===== config.mk =====
export PLATFORM = sky130hd
export DESIGN_NAME = multibank_arbiter
export DESIGN_NICKNAME = d
export VERILOG_FILES = /design/src/rtl/multibank_arbiter.sv
export SDC_FILE = /design/constraint.sdc
export NUM_CORES = 1
export LEC_CHECK = 0
export CAP_MARGIN = 10
export CORE_MARGIN = 2
export CORE_UTILIZATION = 39
export DETAILED_ROUTE_END_ITERATION = 12
export GPL_TIMING_DRIVEN = 1
export PLACE_DENSITY = 0.69
export SYNTH_ARGS = -nofsm -noshare
export SYNTH_HDL_FRONTEND = slang
export SYNTH_SLANG_ARGS = --single-unit

===== constraint.sdc =====
create_clock -name i_clk -period 4.6 [get_ports i_clk]
set_input_delay 0.92 -clock i_clk [delete_from_list [all_inputs] [get_ports i_clk]]
set_output_delay 0.92 -clock i_clk [all_outputs]
set_load 0.01 [all_outputs]

===== src/rtl/multibank_arbiter.sv =====
// rtl/multibank_arbiter.sv - two-requester scheduler for the dual-port 4-bank memory controller
//
// Requester 0 is bound to memory port A, requester 1 to port B. Same-bank
// write conflicts are resolved round-robin. Reads that would hit a write
// still in flight are held off. Read data returns a fixed number of cycles
// after acceptance.
//
// Ports:
//   i_clk, i_rst                 clock, asynchronous active-high reset
//   i_reqN_valid/we/addr/wdata   requester N command (N = 0, 1)
//   o_reqN_ready                 command accepted when valid && ready
//   o_rspN_valid/rdata           registered read response for requester N
//   o_ena/o_wea/o_addra/o_dina   port A command, one-cycle enable pulse
//   i_douta                      port A read data (RD_LATENCY after o_ena)
//   o_enb/o_web/o_addrb/o_dinb   port B command
//   i_doutb                      port B read data
//   o_conflict_cnt               saturating count of stall cycles
module multibank_arbiter #(
    parameter int DATA_WIDTH    = 8,
    parameter int ADDRESS_DEPTH = 32,
    parameter int RD_LATENCY    = 3,
    parameter int WR_LATENCY    = 3,
    localparam int AW           = $clog2(ADDRESS_DEPTH)
) (
    input  logic                  i_clk,
    input  logic                  i_rst,
    input  logic                  i_req0_valid,
    input  logic                  i_req0_we,
    input  logic [AW-1:0]         i_req0_addr,
    input  logic [DATA_WIDTH-1:0] i_req0_wdata,
    output logic                  o_req0_ready,
    output logic                  o_rsp0_valid,
    output logic [DATA_WIDTH-1:0] o_rsp0_rdata,
    input  logic                  i_req1_valid,
    input  logic                  i_req1_we,
    input  logic [AW-1:0]         i_req1_addr,
    input  logic [DATA_WIDTH-1:0] i_req1_wdata,
    output logic                  o_req1_ready,
    output logic                  o_rsp1_valid,
    output logic [DATA_WIDTH-1:0] o_rsp1_rdata,
    output logic                  o_ena,
    output logic                  o_wea,
    output logic [AW-1:0]         o_addra,
    output logic [DATA_WIDTH-1:0] o_dina,
    input  logic [DATA_WIDTH-1:0] i_douta,
    output logic                  o_enb,
    output logic                  o_web,
    output logic [AW-1:0]         o_addrb,
    output logic [DATA_WIDTH-1:0] o_dinb,
    input  logic [DATA_WIDTH-1:0] i_doutb,
    output logic [15:0]           o_conflict_cnt
);

    // Write history: one stage per cycle of write latency, two slots per
    // stage so that writes accepted together on both ports are both tracked.
    logic [WR_LATENCY-1:0][1:0]         sb_vld;
    logic [WR_LATENCY-1:0][1:0][AW-1:0] sb_addr;

    logic [RD_LATENCY-1:0] rd_pipe0;
    logic [RD_LATENCY-1:0] rd_pipe1;

    logic rr;           // 0: requester 0 wins the next conflict
    logic sb_hit0;
    logic sb_hit1;
    logic hz0;
    logic hz1;
    logic c0;
    logic c1;
    logic conflict;
    logic acc0;
    logic acc1;
    logic stall;

    always_comb begin
        sb_hit0 = 1'b0;
        sb_hit1 = 1'b0;
        for (int s = 0; s < WR_LATENCY; s++) begin
            for (int k = 0; k < 2; k++) begin
                if (sb_vld[s][k] && (sb_addr[s][k] == i_req0_addr)) sb_hit0 = 1'b1;
                if (sb_vld[s][k] && (sb_addr[s][k] == i_req1_addr)) sb_hit1 = 1'b1;
            end
        end
    end

    // A read is also hazarded by a write to the same word offered by the
    // other requester in this very cycle, since that write is not yet in
    // the history.
    assign hz0 = !i_req0_we && (sb_hit0 ||
                 (i_req1_valid && i_req1_we && (i_req1_addr == i_req0_addr)));
    assign hz1 = !i_req1_we && (sb_hit1 ||
                 (i_req0_valid && i_req0_we && (i_req0_addr == i_req1_addr)));

    assign c0 = i_req0_valid && !hz0;
    assign c1 = i_req1_valid && !hz1;

    // Two reads to one bank go out on separate ports and are both allowed.
    assign conflict = c0 && c1 &&
                      (i_req0_addr[AW-1:AW-2] == i_req1_addr[AW-1:AW-2]) &&
                      (i_req0_we || i_req1_we);

    assign o_req0_ready = !i_rst && (conflict ? (rr == 1'b0) : c0);
    assign o_req1_ready = !i_rst && (conflict ? (rr == 1'b1) : c1);

    assign acc0  = i_req0_valid && o_req0_ready;
    assign acc1  = i_req1_valid && o_req1_ready;
    assign stall = (i_req0_valid && !o_req0_ready) || (i_req1_valid && !o_req1_ready);

    always_ff @(posedge i_clk or posedge i_rst) begin
        if (i_rst) begin
            rr             <= 1'b0;
            o_ena          <= 1'b0;
            o_wea          <= 1'b0;
            o_addra        <= '0;
            o_dina         <= '0;
            o_enb          <= 1'b0;
            o_web          <= 1'b0;
            o_addrb        <= '0;
            o_dinb         <= '0;
            sb_vld         <= '0;
            sb_addr        <= '0;
            rd_pipe0       <= '0;
            rd_pipe1       <= '0;
            o_rsp0_valid   <= 1'b0;
            o_rsp0_rdata   <= '0;
            o_rsp1_valid   <= 1'b0;
            o_rsp1_rdata   <= '0;
            o_conflict_cnt <= '0;
        end else begin
            if (conflict) rr <= ~rr;

            o_ena <= acc0;
            o_wea <= acc0 && i_req0_we;
            if (acc0) begin
                o_addra <= i_req0_addr;
                o_dina  <= i_req0_wdata;
            end

            o_enb <= acc1;
            o_web <= acc1 && i_req1_we;
            if (acc1) begin
                o_addrb <= i_req1_addr;
                o_dinb  <= i_req1_wdata;
            end

            // Writes enter the history at acceptance so a read offered on
            // the very next cycle already sees them.
            for (int s = WR_LATENCY - 1; s > 0; s--) begin
                sb_vld[s]  <= sb_vld[s-1];
                sb_addr[s] <= sb_addr[s-1];
            end
            sb_vld[0]     <= {acc1 && i_req1_we, acc0 && i_req0_we};
            sb_addr[0][0] <= i_req0_addr;
            sb_addr[0][1] <= i_req1_addr;

            // Pipe bits start when the read is on the port, so they emerge
            // in the cycle the memory data is valid.
            rd_pipe0 <= (rd_pipe0 << 1) | {{(RD_LATENCY-1){1'b0}}, o_ena && !o_wea};
            rd_pipe1 <= (rd_pipe1 << 1) | {{(RD_LATENCY-1){1'b0}}, o_enb && !o_web};

            o_rsp0_valid <= rd_pipe0[RD_LATENCY-1];
            if (rd_pipe0[RD_LATENCY-1]) o_rsp0_rdata <= i_douta;
            o_rsp1_valid <= rd_pipe1[RD_LATENCY-1];
            if (rd_pipe1[RD_LATENCY-1]) o_rsp1_rdata <= i_doutb;

            if (stall && (o_conflict_cnt != 16'hFFFF))
                o_conflict_cnt <= o_conflict_cnt + 16'd1;
        end
    end

endmodule


[Word level (Yosys, flattened, before mapping)]
Cells that the tools add are included.
Storage, ports and cells
  word-level logic and storage cells: 106
  register bits: 107
  input port bits: 48
  output and inout port bits: 66
Operators by class
  equality and inequality tests: 16
  bitwise operators: 3
  reductions and logical operators: 47
  multiplexer cells: 14
  add/subtract/negate cells: 1
Operators by type and width (count)
  $eq 5x5->1: 14
  $logic_and 1x1->1: 34
  $add 16x1->16 const B: 1
  $ne 16x16->1 const B: 1
  $mux 1: 14
  $logic_not 1->1: 9
  $or 3x1->3: 2
  $logic_or 1x1->1: 4
  $eq 2x2->1: 1
  $not 1->1: 1

[Depth between registers and ports, before layout]
Gate-level depths: netlist (run 1).
  depth in word-level cells: 21
  depth in mapped cells: 12
  mapped depth without buffers: 9

[Least setup slack after synthesis (run 1)]
Ideal clock, no wire load.
  path type: input to output
  start: in i_rst
  end: out o_req1_ready
  path buffers: 2
  stages on the path: 4
  arrival time: 3.810 ns
  path slack: -0.130 ns
  required time: 3.680 ns
  cells stage by stage: inv_1 > o211a_1 > buf_6 > buf_4
On the way
  word-level cells in the longest chain between the ends: 2
Ends and longest elaborated chain
  start, declared: RTL line 26  | input logic i_rst,
  $logic_not 1->1 (no line)
  $logic_and 1x1->1: RTL line 102  | assign o_req1_ready = !i_rst && (conflict ? (rr == 1'b1) : c1);
  end, declared: RTL line 38  | output logic o_req1_ready,
Every way passes these cells.

[Worst setup path in the final report (run 1)]
  start: in i_req1_addr[4]
  end: out o_req0_ready
On the way
  word-level cells in the longest chain between the ends: 17
  elaborated cells between the ends (all ways): 36
  classes of those cells: 9 x eq/ne; 7 x mux; 20 x reduce/logical
Ends and longest elaborated chain
  start, declared: RTL line 36  | input logic [AW-1:0] i_req1_addr,
  $eq 5x5->1: RTL line 80  | if (sb_vld[s][k] && (sb_addr[s][k] == i_req1_addr)) sb_hit1 = 1'b1;
  $logic_and 1x1->1: RTL line 80
  $mux 1 (6 in series): RTL line 80
  $logic_or 1x1->1: RTL line 90  | assign hz1 = !i_req1_we && (sb_hit1 ||
  $logic_and 1x1->1: RTL line 90
  $logic_not 1->1: RTL line 94  | assign c1 = i_req1_valid && !hz1;
  $logic_and 1x1->1: RTL line 94
  $logic_and 1x1->1 (2 in series): RTL line 97  | assign conflict = c0 && c1 &&
  $logic_and 1x1->1: RTL line 98  | (i_req0_addr[AW-1:AW-2] == i_req1_addr[AW-1:AW-2]) &&
  $mux 1 (*): RTL line 101  | assign o_req0_ready = !i_rst && (conflict ? (rr == 1'b0) : c0);
  $logic_and 1x1->1 (*): RTL line 101
  end, declared: RTL line 31  | output logic o_req0_ready,
Every way passes the cells marked *; elsewhere a longest branch is shown, timed or not.

==> impl_results.md, run 1 <==
* Reg area at 0.002628 mm^2
* Clk_skew at 0.009371 ns
* DP Cell Count at 585
* Wire length of the first global-routing pass at 16.50 mm
* Fmax at 0.2223 GHz
* WS Path Type: in2out
* CTS tree: yes
* Synth Area in XOR/XNOR at 0.1588
* DRT Wirelength at 9.904 mm
* Main combinational cell family by area after synthesis: XOR/XNOR gates
* Syn nets at 375
* FP Rows at 39
* # diodes at 0
* Commonest non-fill, non-tap cells in the layout: 111 x clkdlybuf4s50_1, 105 x dfrtp_1, 45 x xnor2_1
* Period utilization at 0.9780
* DIE WIDTH at 111.0 um
* Multi-input logic area at 0.001693 mm^2
* Post-route insts no fill at 601
* Power Density at 418.7 mW/mm^2
* Reg clk slew, reported paths at 0.07 ns
* Share of cells above drive strength 1 at 0.1812
* Slowest stage delay, CP at 0.65 ns
* Async SR Flop Fraction at 1.000
* Final Hold Fails at 0
* Mapped Cells at 326
* Synth Area in Compound Gates at 0.03724
* HPWL Detailed at 7.394 mm
* CTS Buf Count at 9
* Die Y-Extent at 111.0 um
* Layout overhead on the synthesized area at 36.29%
* Largest delay contributor family on the critical path: buffers and inverters
* Slowest-stage cell, CP: clkdlybuf4s50_1
* Max-cap viol count at 0
* Final Max Slew Viols at 0
* Max_slew headroom at 0.4104
* Placement Setup Slack at 0.07335 ns
* Routed Antenna Nets at 0
* Cells on Worst Hold Path at 0
* Die area at 0.01233 mm^2
* Post-Synth Adder-Cell Area at 0.002800
* Hold Crit Start: rd_pipe0[1]$_DFF_PP0_
* IO buf count at 113
* Syn. warnings at 0
* Crit path top cell by count: clkdlybuf4s50_1
* # DRC at 0
* Crit-path max FO at 9
* Gr ovfl total at 0
* CP Data Required Time at 3.68 ns
* Top post-synthesis cells by area: dfrtp_1 59%, mux2_2 11%, xnor2_1 8.8%
* Yosys top cell by area: dfrtp_1
* Root Driver: clkbuf_16
* Leakage at 2.550 nW
* Primary FF master, synth: dfrtp_1
* VDD IR-drop max at 0.0002167 V
* Skew-Pair Late Insertion Delay at 0.34 ns
* Nature of the critical path endpoint: output pin
* Final #Nets at 502
* Critical Path AT at 3.58 ns
* EDFF count, synth at 0
* Post-synthesis mux area share at 0.1084
* Syn_area_per_cell at 13.71 um^2
* RSZ-0062 raised after global routing: false
* Worst slew pin tran at 0.8843 ns
* Seq cells post-synth at 105
* GRT Total Usage at 0.1686
* Worst hold path endpoint: rd_pipe0[2]$_DFF_PP0_
* Vias per Instance at 4.880
* Post-synthesis sequential area ratio at 0.5881
* Routed length per placed instance at 16.48 um
* Starting density of the core at 0.3947
* Most common cell after layout, fill and taps aside: clkdlybuf4s50_1
* Hold WC Path Type: reg2reg
* Largest net degree at the start of global routing at 72
* FF-to-FF Start: sb_addr[18]$_DFF_PP0_
* GPL Wtd Cong at 0.8425
* # clock sinks at 105
* R2r endpoint: o_addra[2]$_DFFE_PP0P_
* Crit-path cells: clkdlybuf4s50_1 -> xor2_1 -> nor4_1 -> a31oi_1 -> a32o_2 -> a311oi_1 -> clkdlybuf4s50_1
* DRT iter0 DRCs at 80
* Setup Viol. Count Final at 0
* Outcome: finished, final reports clean
* Fin Hold WS at 0.3533 ns
* Synth top area share at 0.5881
* FF-to-FF path depth at 9
* Vias in the first global route at 3278
* # fillers at 1000
* H-tree depth at 3
* Post-Syn Area at 0.004468 mm^2
* Setup ws final at 0.1014 ns
* I/O pin cnt at 114
* Via Count at 2933
* Critical Path Start Type: input port
* Drt first pass iters at 6
* Crit path buffers/inverters at 2
* Simple-gate share of the synthesized area at 0.07169
* R2r setup slk at 1.76 ns
* Initial antenna violation count at 0
* Core footprint at 0.01132 mm^2
* Minimum clock period after layout at 4.499 ns
* Deepest clock path buffer count at 2
* Distinct cells, synth at 29
[power breakdown]
part           internal (mW)  switching, mW
registers               1.07          0.118
clock network          0.389          0.341
logic                  0.391          0.245
[through the flow]
stage / total power, mW / utilization / setup TNS [ns] / instance area, um^2
after CTS: 2.587 / 0.5375 / 0 / 6085
after floorplan: 1.489 / - / 0 / 4472
after global placement: 1.831 / 0.5119 / -0.0006721 / 5796
after global routing: 2.681 / 0.5379 / 0 / 6090
final: 2.549 / 0.5379 / 0 / 6090
after detailed placement: 1.848 / 0.5119 / 0 / 5796
[routing by layer]
| metal | track usage | share of wire | wire length, um |
|---|---|---|---|
| met1 | 0.2123 | 0.43 | 4244 |
| met3 | 0.03882 | 0.055 | 546 |
| met4 | 0.06502 | 0.024 | 233 |
| met5 | 0 | 0 | 0 |
| met2 | 0.2843 | 0.49 | 4879 |
[how the worst max path moves through the flow]
stage                              end            from  slack [ns]  cells after the start
after floorplan           o_req1_ready           i_rst        0.54                      4
after global placement    o_req0_ready  i_req1_addr[1]     -0.0007                      7
after detailed placement  o_req0_ready  i_req1_addr[1]        0.07                      7
after CTS                 o_req0_ready  i_req1_addr[1]        0.06                      7
after global routing      o_req0_ready  i_req1_addr[4]       0.008                      8
final                     o_req0_ready  i_req1_addr[4]        0.10                      7
[synth_stat cells, types with 2 or more instances]
| cell | number |
|---|---|
| nor2_1 | 4 |
| nand4_1 | 12 |
| buf_4 | 8 |
| inv_1 | 5 |
| mux2_2 | 43 |
| dfrtp_1 | 105 |
| clkbuf_1 | 2 |
| o22ai_1 | 3 |
| o211a_1 | 2 |
| and2_1 | 2 |
| xor2_1 | 36 |
| a311oi_1 | 3 |
| nand3_1 | 9 |
| a31oi_1 | 4 |
| buf_6 | 5 |
| nor2b_1 | 2 |
| nor4_1 | 8 |
| nand2_1 | 11 |
| xnor2_1 | 45 |
| and3_1 | 8 |
[kinds of logic (layout without fill, tap and decap cells)]
| logic type | count (synthesis) | in the layout |
|---|---|---|
| flops | 105 | 105 |
| xor+xnor | 81 | 81 |
| simple gates | 58 | 58 |
| mux | 43 | 43 |
| buf+inv | 21 | 153 |
| compound gates | 17 | 17 |
| fa+ha+maj | 1 | 1 |
[registers in the layout, indices dropped and copies added, names as in the netlist]
name	count
o_enb	1
o_rsp0_valid	1
o_web	1
o_addra	5
sb_addr	30
o_addrb	5
o_rsp1_rdata	8
o_conflict_cnt	16
sb_vld	5
o_rsp0_rdata	8
o_dina	8
o_dinb	8
o_ena	1
o_rsp1_valid	1
rd_pipe1	3
rd_pipe0	3
rr	1
[final cells by class]
| cell class | instances | share of cell area |
|---|---|---|
| inverters | 5 | 0.003698 |
| clock inverters | 6 | 0.008219 |
| multi-input cells | 200 | 0.2780 |
| repair buffers | 132 | 0.2100 |
| flip-flops and latches | 105 | 0.4315 |
| well taps | 143 | 0.02938 |
| clock buffers | 10 | 0.03924 |
[repair_timing]
| item | in CTS | in global routing |
|---|---|---|
| hold buffers | 0 | 0 |
| resized for setup | 0 | 2 |
| buffers inserted | 0 | 0 |
| endpoints found under the setup margin | 0 | 1 |
No activity file was read; power rests on OpenSTA's default activity.
==> run 2: changes to the inputs <==
--- a/config.mk
+++ b/config.mk
@@ -9,7 +9,6 @@
 export CORE_MARGIN = 2
 export CORE_UTILIZATION = 39
 export DETAILED_ROUTE_END_ITERATION = 12
-export GPL_TIMING_DRIVEN = 1
 export PLACE_DENSITY = 0.69
 export SYNTH_ARGS = -nofsm -noshare
 export SYNTH_HDL_FRONTEND = slang
==> results of run 2 <==
Same layout as run 1: the final DEF is identical, and so are final timing and power.
